`src/rtl/vga_controller.sv`:
```
// VGA timing generator: divides clk to the pixel rate, runs h/v position counters,
// and decodes sync, active-area coordinates, end-of-screen pulse and gated colour.
module vga_controller #(
  parameter int H_ACTIVE = 640,
  parameter int H_FRONT  = 16,
  parameter int H_SYNC   = 96,
  parameter int H_BACK   = 48,
  parameter int H_TOTAL  = 800,
  parameter int V_ACTIVE = 480,
  parameter int V_FRONT  = 10,
  parameter int V_SYNC   = 2,
  parameter int V_BACK   = 33,
  parameter int V_TOTAL  = 525,
  parameter int CLK_DIV  = 4
) (
  input  logic        clk,
  input  logic        rst_n,
  input  logic [23:0] color_in,
  output logic        screenend,
  output logic        active,
  output logic [9:0]  active_x,
  output logic [9:0]  active_y,
  output logic        hsync,
  output logic        vsync,
  output logic [7:0]  red,
  output logic [7:0]  green,
  output logic [7:0]  blue
);

  localparam int DIV_W = (CLK_DIV > 1) ? $clog2(CLK_DIV) : 1;
  localparam logic [DIV_W-1:0] DIV_LAST = DIV_W'(CLK_DIV - 1);
  localparam logic [9:0] H_LAST     = 10'(H_TOTAL - 1);
  localparam logic [9:0] V_LAST     = 10'(V_TOTAL - 1);
  localparam logic [9:0] H_VIS      = 10'(H_ACTIVE);
  localparam logic [9:0] V_VIS      = 10'(V_ACTIVE);
  localparam logic [9:0] H_VIS_LAST = 10'(H_ACTIVE - 1);
  localparam logic [9:0] V_VIS_LAST = 10'(V_ACTIVE - 1);
  // Sync windows end where the back porch begins.
  localparam logic [9:0] HS_START   = 10'(H_ACTIVE + H_FRONT);
  localparam logic [9:0] HS_END     = 10'(H_TOTAL - H_BACK);
  localparam logic [9:0] VS_START   = 10'(V_ACTIVE + V_FRONT);
  localparam logic [9:0] VS_END     = 10'(V_TOTAL - V_BACK);

  logic [DIV_W-1:0] div_cnt_reg, div_cnt_next;
  logic [9:0]       h_cnt_reg, h_cnt_next;
  logic [9:0]       v_cnt_reg, v_cnt_next;
  logic             pix_tick;
  logic [23:0]      rgb;

  assign pix_tick = (div_cnt_reg == DIV_LAST);

  always_comb begin
    div_cnt_next = pix_tick ? '0 : div_cnt_reg + 1'b1;
    h_cnt_next   = h_cnt_reg;
    v_cnt_next   = v_cnt_reg;
    if (pix_tick) begin
      if (h_cnt_reg == H_LAST) begin
        h_cnt_next = '0;
        v_cnt_next = (v_cnt_reg == V_LAST) ? '0 : v_cnt_reg + 1'b1;
      end else begin
        h_cnt_next = h_cnt_reg + 1'b1;
      end
    end
  end

  always_ff @(posedge clk or negedge rst_n) begin
    if (!rst_n) begin
      div_cnt_reg <= '0;
      h_cnt_reg   <= '0;
      v_cnt_reg   <= '0;
    end else begin
      div_cnt_reg <= div_cnt_next;
      h_cnt_reg   <= h_cnt_next;
      v_cnt_reg   <= v_cnt_next;
    end
  end

  assign active    = (h_cnt_reg < H_VIS) && (v_cnt_reg < V_VIS);
  assign active_x  = active ? h_cnt_reg : 10'd0;
  assign active_y  = active ? v_cnt_reg : 10'd0;
  assign hsync     = !((h_cnt_reg >= HS_START) && (h_cnt_reg < HS_END));
  assign vsync     = !((v_cnt_reg >= VS_START) && (v_cnt_reg < VS_END));
  assign screenend = pix_tick && (h_cnt_reg == H_VIS_LAST) && (v_cnt_reg == V_VIS_LAST);

  // Blank each colour channel outside the visible area.
  genvar gi;
  generate
    for (gi = 0; gi < 3; gi++) begin : g_chan
      assign rgb[gi*8 +: 8] = active ? color_in[gi*8 +: 8] : 8'h00;
    end
  endgenerate

  assign {red, green, blue} = rgb;

endmodule

```
`config.mk`:
```
export PLATFORM = sky130hd
export DESIGN_NAME = vga_controller
export DESIGN_NICKNAME = d
export VERILOG_FILES = /design/src/rtl/vga_controller.sv
export SDC_FILE = /design/constraint.sdc
export NUM_CORES = 1
export LEC_CHECK = 0
export ABC_AREA = 1
export CORE_ASPECT_RATIO = 0.9
export CORE_MARGIN = 1.5
export CORE_UTILIZATION = 55
export CTS_CLUSTER_SIZE = 8
export DETAILED_ROUTE_END_ITERATION = 7
export DONT_BUFFER_PORTS = 1
export MAX_ROUTING_LAYER = met4
export PLACE_DENSITY = 0.68
export SYNTH_ARGS = -nofsm -noshare
export SYNTH_HDL_FRONTEND = slang
export SYNTH_SLANG_ARGS = --single-unit
```
`constraint.sdc`:
```
create_clock -name clk -period 2.11 [get_ports clk]
set_input_delay 0.1055 -clock clk [delete_from_list [all_inputs] [get_ports clk]]
set_output_delay 0.1055 -clock clk [all_outputs]
set_load 0.05 [all_outputs]
```
==> results of run 1 <==
-- Yosys cell counts, drive strengths merged --
cell,number
nand3,10
nand4,9
o21ai,8
nand2,40
buf,8
clkinv,1
dfrtp,22
inv,55
a211o,1
xnor2,1
nor4,1
a21oi,6
ha,5
nor2,73
conb,1
nor3,7
nor3b,1
xor2,6
-- through the flow --
step                cell area, µm²  cells  hold WS, ps
finish                        2090    339          403
global route                  2090    339          450
CTS                           2090    339          426
detailed placement            2020    334         -190
global placement              2020    334         -190
floorplan                     1670    255         -190
-- cell families after synthesis --
group	count (synthesis)	share of synthesized area
and+or+nand+nor	141	0.387
buffers and inverters	64	0.154
DFF	22	0.332
AOI/OAI and AO/OA	15	0.0497
xor gates and xnor gates	7	0.0369
adders and majority gates	5	0.0377
other	1	0.00226
-- placed cells by master, fill, tap and decap left out, drive strengths merged --
master        n
a211o         1
a21oi         6
buf          47
bufinv        1
clkbuf        3
clkinv        1
conb          1
dfrtp        22
dlygate4sd3   1
ha            5
inv          55
nand2        40
nand3        10
nand4         9
nor2         73
nor3          7
nor3b         1
nor4          1
o21ai         8
xnor2         1
xor2          6
-- layout make-up --
| type | instances | area [µm²] | share of cell area |
|---|---|---|---|
| clock buffer | 3 | 22.5 | 0.0108 |
| inverter | 56 | 211 | 0.101 |
| clock inverter | 1 | 30.0 | 0.0144 |
| timing repair buffer | 48 | 363 | 0.174 |
| sequential | 22 | 551 | 0.264 |
| multi-input combinational | 169 | 860 | 0.412 |
| tap | 40 | 50.0 | 0.0240 |
-- how the worst max path moves through the flow --
| stage | from | endpoint | slack, ps |
|---|---|---|---|
| 5_1_grt | div_cnt_reg[0]$_DFF_PN0_ | screenend | 60 |
| 6_report | div_cnt_reg[0]$_DFF_PN0_ | screenend | 210 |
| 3_5_place_dp | div_cnt_reg[0]$_DFF_PN0_ | h_cnt_reg[8]$_DFFE_PN0P_ | 490 |
| 3_3_place_gp | div_cnt_reg[0]$_DFF_PN0_ | h_cnt_reg[8]$_DFFE_PN0P_ | 560 |
| 4_1_cts | div_cnt_reg[0]$_DFF_PN0_ | screenend | 210 |
| 2_1_floorplan | v_cnt_reg[1]$_DFFE_PN0P_ | screenend | 220 |
-- power breakdown --
group	switching [mW]	total (mW)	internal, mW
Combinational	0.118	0.159	0.0410
Sequential	0	0.422	0.422
Clock	0.131	0.323	0.192
-- critical path: stages, from the launching register on --
cell	delay (ps)
dfrtp_1	370
ha_1	440
nand2_1	120
nor4_2	300
buf_4	250
-- metal layers --
| metal | vias to the layer above | routed length [µm] | track usage |
|---|---|---|---|
| met5 | - | 0 | - |
| met4 | 0 | 31 | 0.0435 |
| li1 | 851 | - | - |
| met3 | 5 | 226 | 0.0488 |
| met2 | 60 | 1720 | 0.375 |
| met1 | 702 | 1790 | 0.312 |
==> key figures, run 1 <==
Run status
  – Status: finished, final reports clean

STA
  – Max Clock Freq: 527 MHz
  – Worst Slack Setup Final: 214 ps
  – Period minus WS final: 1900 ps
  – Worst-margin pin slew: 1020 ps
  – Final worst-path cycle share: 0.899
  – Setup violators final: 0
  – Final Max Tran Viols: 0
  – Worst slew margin: 0.318
  – Final Hold Violating Endpoints: 0
  – Unrepaired setup endpoints after global routing: no
  – Setup Skew: 4.34 ps
  – Setup TNS: 0 ps

Setup path
  – Crit path arrival time: 1790 ps
  – Reg2reg end: h_cnt_reg[8]$_DFFE_PN0P_
  – Kind of critical path: flip-flop to primary output
  – R2R cell count: 7
  – CP startpoint kind: flip-flop
  – Crit Reg-Reg Startpoint: div_cnt_reg[0]$_DFF_PN0_
  – Max Fanout on Critical Path: 13
  – R2r setup slk: 460 ps
  – Worst setup EP type: primary output
  – Critical Path RT: 2000 ps

Logic synthesis
  – Yosys cell types: 28
  – Post-Syn Nets: 286
  – #FFs+latches synth: 22
  – Sequential element share of the synthesized area: 0.332
  – Synth top area cells: dfrtp_1, nor2_1, inv_1
  – Synth top area share: 0.332
  – Post-Synthesis Cell Area: 1660 µm²
  – Cells after synthesis: 255
  – Post-Syn Area per Cell: 6.51 µm²
  – Synth Warn #: 0
  – Yosys top cell by area: dfrtp_1

Final layout
  – Filler cells: 248
  – Layout cell share with drive strength beyond 1: 0.217
  – Ant diodes: 0
  – Area grow syn2layout: 25.7%
  – # nets final: 331
  – Fin util: 0.741

Global route
  – Global-route usage over all layers: 0.234
  – Vias in the first global route: 1,290
  – Pin count of the biggest net entering global routing: 27
  – Total grt overflow: 0
  – Global-route wire length before repair: 5620 µm
  – Antenna violations before repair: 0

Placement
  – Place WS: 495 ps
  – Port-buffer cells: 0
  – Routability cong.: 0.876
  – DP HPWL: 3010 µm

CTS
  – CTS Buf Count: 3
  – Setup Buffers After CTS: 0
  – Clk pin slew, worst setup/hold paths: 120 ps
  – CTS tree: yes
  – Clock Latency Late Sink: 310 ps
  – H-tree depth: 1
  – CTS Root Cell: clkbuf_4
  – Cts repair resizes: 0
  – CTS Hold Buffers Added: 1
  – CTS sink cnt: 22
  – Clk buf depth: 2

Power
  – Overall Power: 0.903 mW
  – Static Leak: 1.11 nW
  – PD cells: 433 nW/µm²
  – VDD IR-drop max: 0.403 mV

Route
  – Avg Vias per Cell: 4.77
  – Via count: 1,618
  – Mean routed wirelength per cell: 11.1 µm
  – Drt drc: 0
  – Antenna Nets Post-Route: 0
  – DRT Pass-1 Iters: 4
  – DR iter-0 viols: 66
  – Routed WL: 3770 µm

Floorplanning
  – Die area: 3360 µm²
  – Row cnt: 18
  – Core area: 2820 µm²
  – Initial Util: 0.590
  – Num ports: 74
  – Die X: 60.9 µm
  – Die height: 55.1 µm

Flow run
  – Max_cap viols: 0

Min path
  – Hold WC Path Type: input port to async pin
No activity file was read; power rests on OpenSTA's default activity.
==> run 2, diff against run 1 <==
BUFFER_PORTS_ARGS = -buffer_cell sky130_fd_sc_hd__buf_2   (was not set)
CORE_UTILIZATION = 51   (was 55)
DONT_BUFFER_PORTS = not set   (was 1)
PLACE_DENSITY = 0.84   (was 0.68)
SETUP_SLACK_MARGIN = 0.4   (was not set)
==> run 2 against run 1 <==
The flow now stops in global routing. Synthesized cell count did not move. Synthesized area stayed put.
==> key figures, run 2 <==
Floorplanning
  – Row cnt: 19 (+1)
  – Num ports: 74 (unchanged)
  – Die X: 63.1 µm (+3.7%)
  – Die height: 57.1 µm (+3.6%)
  – Initial Util: 0.537 (-0.0525)

Logic synthesis
  – Post-Syn Nets: 286 (unchanged)
  – Sequential element share of the synthesized area: 0.332 (unchanged)
  – Post-Synthesis Cell Area: 1660 µm² (unchanged)
  – Post-synth EDFFs: 0 (unchanged)
  – Synth Flop Type: dfrtp_1
  – Synth Warn #: 0 (unchanged)
  – Post-Syn Area per Cell: 6.51 µm² (unchanged)
  – #FFs+latches synth: 22 (unchanged)
  – Most frequent cell after synthesis: nor2_1
  – Synth top area share: 0.332 (unchanged)
  – Post-synth top cells: nor2_1, inv_1, nand2_1, dfrtp_1, nand3_1
  – Cells after synthesis: 255 (unchanged)
  – Yosys cell types: 28 (unchanged)
  – Post-synthesis async set-or-reset flop share: 1.00 (unchanged)
  – Synth top area cells: dfrtp_1, nor2_1, inv_1
  – Yosys top cell by area: dfrtp_1

STA
  – Worst endpoint type: top-level output
  – GR repair worst EP: red[0]

Run status
  – First Err: [ERROR DPL-0033] detailed placement checks failed during check placement.
  – Status: aborted with a tool error
  – Exit stage: global routing

Placement
  – Routability cong.: 0.944 (+7.7%)
  – Port-buffer cells: 72 (+72)
  – DP HPWL: 3140 µm (+4.3%)

CTS
  – Clk buf depth: 2 (unchanged)
  – H-tree depth: 1 (unchanged)
  – CTS sink cnt: 22 (unchanged)
  – CTS Buf Count: 3 (unchanged)
  – CTS Root Cell: clkbuf_4

Global route
  – Pin count of the biggest net entering global routing: 23
  – Antenna violations before repair: 0
## run 2: what timing repair did
item | in CTS
endpoints found under the setup margin | 45
hold buffers | 1
hold endpoints to repair | 22
gates cloned | 3
setup buffers | 14
resized for setup | 115
pin swaps | 2
## run 2: cell families after synthesis
| kind of cell | share of synthesized area |
|---|---|
| AND/OR/NAND/NOR | 0.387 |
| buffers and inverters | 0.154 |
| flip-flops | 0.332 |
| AO/OA/AOI/OAI | 0.0497 |
| XOR/XNOR | 0.0369 |
| adder cells (fa/ha/maj) | 0.0377 |
| other | 0.00226 |
## run 2: metrics by stage
step	util	hold slack (ps)	cell area [µm²]	instances	worst slack, ps
after floorplan	-	-190	1680	255	434
after detailed placement	0.668	98.9	2060	362	421
after global placement	0.668	98.0	2060	362	451
after CTS	0.870	281	2690	384	256
==> run 3, diff against run 2 <==
CORE_ASPECT_RATIO = not set   (was 0.9)
CORE_UTILIZATION = 40   (was 51)
CTS_CLUSTER_SIZE = not set   (was 8)
MAX_ROUTING_LAYER = not set   (was met4)
PLACE_DENSITY = not set   (was 0.84)
PLACE_DENSITY_LB_ADDON = 0.15   (was not set)
SETUP_SLACK_MARGIN = not set   (was 0.4)
==> run 3 against run 2 <==
The run now ends clean.
==> key figures, run 3 (synthesized netlist as in run 1, its figures left out) <==
Placement
  – Port-buffer cells: 72 (unchanged)
  – Cells after DPL: 372 (+2.8%)
  – DP HPWL: 3260 µm (+4.1%)
  – Placed Instance Area: 2080 µm² (+0.79%)
  – Place WS: 337 ps (-84.2 ps)
  – Routability cong.: 0.835 (-12%)

Power
  – Pint: 0.631 mW
  – Static Leak: 1.20 nW
  – PD cells: 419 nW/µm²
  – Clock share of power: 0.351
  – VDD IR-drop max: 0.439 mV
  – Switching power: 0.271 mW
  – Combinational power share: 0.182
  – Sw Ratio: 0.300
  – Sequential power share: 0.467

Floorplanning
  – Initial Util: 0.415 (-0.122)
  – Die height: 67.4 µm (+18%)
  – Row cnt: 23 (+4)
  – Core area: 4000 µm²
  – Die area: 4550 µm²
  – Num ports: 74 (unchanged)
  – Die X: 67.4 µm (+6.8%)

CTS
  – Clock Latency Late Sink: 270 ps
  – CTS sink cnt: 22 (unchanged)
  – Clk buf depth: 2 (unchanged)
  – H-tree depth: 1 (unchanged)
  – CTS Buf Count: 3 (unchanged)
  – Clk pin slew, worst setup/hold paths: 80 ps
  – CTS Root Cell: clkbuf_8
  – CTS tree: yes
  – Setup Buffers After CTS: 0 (-14)

STA
  – Setup Skew: 5.49 ps
  – Setup violators final: 0
  – Worst slew margin: 0.653
  – Unrepaired setup endpoints after global routing: no
  – Setup TNS: 0 ps
  – Final worst-path cycle share: 0.918
  – Final Max Tran Viols: 0
  – Final Hold Violating Endpoints: 0
  – Hold_ws: 334 ps
  – Worst Slack Setup Final: 174 ps
  – Period minus WS final: 1940 ps
  – Worst-margin pin slew: 520 ps
  – Max Clock Freq: 517 MHz

Route
  – DR WL met3: 214 µm
  – Drt drc: 0
  – Via count: 1,692
  – Antenna Nets Post-Route: 0
  – DRT Pass-1 Iters: 6
  – Highest Signal Layer: met4
  – DR iter-0 viols: 58
  – Mean routed wirelength per cell: 11.1 µm
  – Avg Vias per Cell: 4.49
  – Metal-1 WL: 1900 µm
  – Routed WL: 4180 µm
  – Routed length on met2: 2050 µm

Setup path
  – Max Fanout on Critical Path: 4
  – CP startpoint kind: flip-flop
  – Kind of critical path: flip-flop to primary output
  – Critical Path RT: 2000 ps
  – R2R cell count: 7
  – Crit path arrival time: 1830 ps
  – Worst setup EP type: primary output
  – Slowest-stage cell, CP: dfrtp_1
  – CP cell instances: ha_1 -> nand3_1 -> inv_1 -> nand2_1 -> nor4_2 -> buf_2
  – Crit-path max cell delay: 440 ps

Min path
  – Hold WC Path Type: input port to async pin

Final layout
  – # nets final: 359
  – Commonest non-fill, non-tap cell in the layout: buf_2
  – Finished Layout Cells: 377
  – Most frequent cells in the layout: buf_2, nor2_1, inv_1
  – Ant diodes: 0
  – Layout cell share with drive strength beyond 1: 0.284
  – Design area: 2150 µm²
  – Area grow syn2layout: 29.7%

Global route
  – Pin count of the biggest net entering global routing: 24
  – Total grt overflow: 0
  – Global-route usage over all layers: 0.189
  – Antenna violations before repair: 0
  – Vias in the first global route: 1,420
  – Global-route wire length before repair: 6480 µm

Flow run
  – Max_cap viols: 0

Run status
  – Status: finished, final reports clean
==> run 3: routing by layer <==
metal	vias up	global-route usage
met5	-	0
met4	0	0.0434
met3	4	0.0400
met2	49	0.340
met1	736	0.231
li1	903	-
==> run 3: repair_timing <==
item / CTS / global route
hold endpoints to repair: 22 / 0
hold buffers: 1 / 0
endpoints found under the setup margin: 0 / 31
gates resized for setup: 0 / 1
==> run 3: path summary, 6_finish.rpt <==
kind | start | to | slack, ps
worst max-delay path | v_cnt_reg[1]$_DFFE_PN0P_ | screenend | 170
worst min-delay path | rst_n | v_cnt_reg[0]$_DFFE_PN0P_ | 330
worst max register to register | div_cnt_reg[0]$_DFF_PN0_ | h_cnt_reg[8]$_DFFE_PN0P_ | 420
worst min register to register | div_cnt_reg[0]$_DFF_PN0_ | div_cnt_reg[0]$_DFF_PN0_ | 420
max in group asynchronous | rst_n | v_cnt_reg[7]$_DFFE_PN0P_ | 1430
min in group clk | div_cnt_reg[0]$_DFF_PN0_ | div_cnt_reg[0]$_DFF_PN0_ | 420
==> run 3: critical path, delay by kind of cell (launching register included) <==
family	cells	cell delay [ps]
simple gates	3	510
flops	1	440
buf+inv	2	400
fa+ha+maj	1	210
==> run 3: final cells by class <==
class,instances,area [µm²]
flip-flops and latches,22,551
fillers,424,1850
clock buffers,4,55.1
multi-input cells,169,868
inverters,56,211
well taps,50,62.6
repair buffers,76,405
==> run 3: metrics by stage <==
step / power (mW) / util
after floorplan: 0.541 / -
after global placement: 0.593 / 0.520
after detailed placement: 0.593 / 0.520
after CTS: 0.915 / 0.536
after global routing: 0.943 / 0.538
final: 0.901 / 0.538
==> run 3: power groups by stage <==
stage          Sequential, mW  Clock, mW  Combinational, mW
2_1_floorplan           0.430          0              0.112
3_3_place_gp            0.430          0              0.163
3_5_place_dp            0.430          0              0.164
4_1_cts                 0.421      0.328              0.166
5_1_grt                 0.421      0.343              0.178
6_report                0.421      0.316              0.164
==> run 4, diff against run 3 <==
RECOVER_POWER = 50   (was not set)
clock period = 2 ns   (was 2.11 ns; I/O delays follow)
==> run 4 against run 3 <==
Clock power is 34% higher. Cell count down 0.53%. Register-to-register slack worse by 110 ps. Setup slack got worse by 29 ps. Via count up 1.4%. Sequential power grew 5.5%. Largest cell class unchanged.
==> key figures, run 4 (synthesized netlist as in run 1, its figures left out) <==
CTS
  – Clk pin slew, worst setup/hold paths: 80 ps (about the same)
  – CTS sink cnt: 22 (unchanged)
  – Clock Latency Late Sink: 270 ps (about the same)
  – H-tree depth: 1 (unchanged)
  – CTS Buf Count: 3 (unchanged)
  – CTS Hold Buffers Added: 1 (unchanged)
  – CTS Root Cell: clkbuf_8
  – Cts repair resizes: 0 (unchanged)
  – Clk buf depth: 2 (unchanged)
  – Setup Buffers After CTS: 0 (unchanged)
  – CTS tree: yes

STA
  – Final worst-path cycle share: 0.928
  – Worst slew margin: 0.199 (-0.454)
  – Worst-margin pin slew: 1200 ps (+681 ps)
  – Setup Skew: 2.76 ps (-2.73 ps)
  – Unrepaired setup endpoints after global routing: no
  – Final Hold Violating Endpoints: 0 (unchanged)
  – Period minus WS final: 1860 ps
  – Final Max Tran Viols: 0 (unchanged)
  – Max Clock Freq: 539 MHz
  – Setup violators final: 0 (unchanged)
  – Setup TNS: 0 ps (unchanged)

Floorplanning
  – Row cnt: 23 (unchanged)
  – Num ports: 74 (unchanged)
  – Die height: 67.4 µm (unchanged)
  – Die X: 67.4 µm (unchanged)
  – Core area: 4000 µm² (unchanged)
  – Initial Util: 0.415 (unchanged)
  – Die area: 4550 µm² (unchanged)

Route
  – Routed WL: 4060 µm (-3.0%)
  – Antenna Nets Post-Route: 0 (unchanged)
  – Drt drc: 0 (unchanged)
  – DRT Pass-1 Iters: 4 (-2)
  – Avg Vias per Cell: 4.58 (+2.0%)
  – DR iter-0 viols: 95 (+64%)
  – Via count: 1,716 (+1.4%)
  – Mean routed wirelength per cell: 10.8 µm (-2.4%)

Final layout
  – Area grow syn2layout: 27.7%
  – Ant diodes: 0 (unchanged)
  – Fin util: 0.530 (-0.00845)
  – # nets final: 357 (-0.56%)
  – Most frequent cells in the layout: nor2_1, buf_2, inv_1
  – Filler cells: 421 (-0.71%)
  – Layout cell share with drive strength beyond 1: 0.262 (-0.0229)
  – Commonest non-fill, non-tap cell in the layout: nor2_1

Global route
  – Total grt overflow: 0 (unchanged)
  – Met1 usage: 0.218 (-0.0131)
  – M2 GR Usage: 0.324 (-0.0161)
  – Vias in the first global route: 1,373 (-3.3%)
  – Antenna violations before repair: 0 (unchanged)
  – Global-route wire length before repair: 6150 µm (-5.0%)
  – Global-route usage over all layers: 0.179 (-0.0104)
  – Pin count of the biggest net entering global routing: 45 (+88%)
  – Gr busiest metal: met2
  – GRT met3 Usage: 0.0367 (-0.00333)

Setup path
  – CP startpoint kind: flip-flop
  – Kind of critical path: flip-flop to primary output
  – CP cell instances: ha_1 -> nand3_1 -> inv_1 -> nand2_1 -> nor4_2 -> buf_2
  – Max Fanout on Critical Path: 4 (unchanged)
  – Critical Path RT: 1900 ps (-100 ps)
  – Crit-path max cell delay: 400 ps (-40 ps)
  – Worst setup EP type: primary output
  – Crit path arrival time: 1760 ps (-70 ps)
  – Slowest-stage cell, CP: dfrtp_1

Power
  – Clock share of power: 0.407 (+0.056)
  – PD cells: 490 nW/µm² (+17%)
  – Sw Ratio: 0.272 (-0.0283)
  – Combinational power share: 0.166 (-0.016)
  – Static Leak: 1.16 nW (-3.1%)
  – VDD IR-drop max: 0.392 mV (-11%)
  – Pint: 0.756 mW (+20%)
  – Switching power: 0.283 mW (+4.4%)
  – Sequential power share: 0.428 (-0.039)

Placement
  – Routability cong.: 0.878 (+5.2%)
  – DP HPWL: 3130 µm (-4.1%)
  – Port-buffer cells: 72 (unchanged)

Run status
  – Status: finished, final reports clean

Flow run
  – Max_cap viols: 0 (unchanged)

Min path
  – Hold WC Path Type: flip-flop to flip-flop
[run 4: worst paths after layout]
path,cells after the start,from,to,slack [ps]
max,6,v_cnt_reg[1]$_DFFE_PN0P_,screenend,140
max in group asynchronous,2,rst_n,v_cnt_reg[5]$_DFFE_PN0P_,700
min reg2reg,1,div_cnt_reg[0]$_DFF_PN0_,div_cnt_reg[0]$_DFF_PN0_,430
min,1,div_cnt_reg[0]$_DFF_PN0_,div_cnt_reg[0]$_DFF_PN0_,430
min in group asynchronous,2,rst_n,v_cnt_reg[3]$_DFFE_PN0P_,590
max reg2reg,5,div_cnt_reg[0]$_DFF_PN0_,v_cnt_reg[2]$_DFFE_PN0P_,310
[run 4: routing by layer]
layer | routed length (µm) | vias up
met3 | 236 | 2
met2 | 1980 | 48
met5 | 0 | -
met1 | 1820 | 765
met4 | 18 | 0
li1 | - | 901
[run 4: stage by stage]
step,hold WS (ps),setup WS [ps],cell area [µm²],power (mW),cells
3_3_place_gp,103,435,2060,0.625,370
3_5_place_dp,96.8,413,2060,0.626,370
5_1_grt,446,38.2,2120,1.09,375
4_1_cts,341,146,2150,1.05,375
6_report,428,145,2120,1.04,375
2_1_floorplan,-196,116,1670,0.571,255
[run 4: worst max-delay path, delay by kind of cell, from the launching register on]
family                   cells  cell delay [ps]
buffers and inverters        2              390
flip-flops                   1              400
adder cells (fa/ha/maj)      1              210
AND/OR/NAND/NOR              3              490
[run 4: final cells by class]
class	instances	area, µm²	share of cell area
clock buffers	3	41.3	0.0195
multi-input cells	169	837	0.395
repair buffers	74	387	0.182
clock inverters	1	30.0	0.0142
flip-flops and latches	22	551	0.260
well taps	50	62.6	0.0295
inverters	56	211	0.0998
[run 4: power by group through the flow]
stage | Combinational, mW | Clock (mW) | Sequential (mW)
CTS | 0.174 | 0.431 | 0.444
global placement | 0.172 | 0 | 0.453
global route | 0.188 | 0.453 | 0.444
finish | 0.172 | 0.423 | 0.444
floorplan | 0.118 | 0 | 0.453
detailed placement | 0.172 | 0 | 0.453
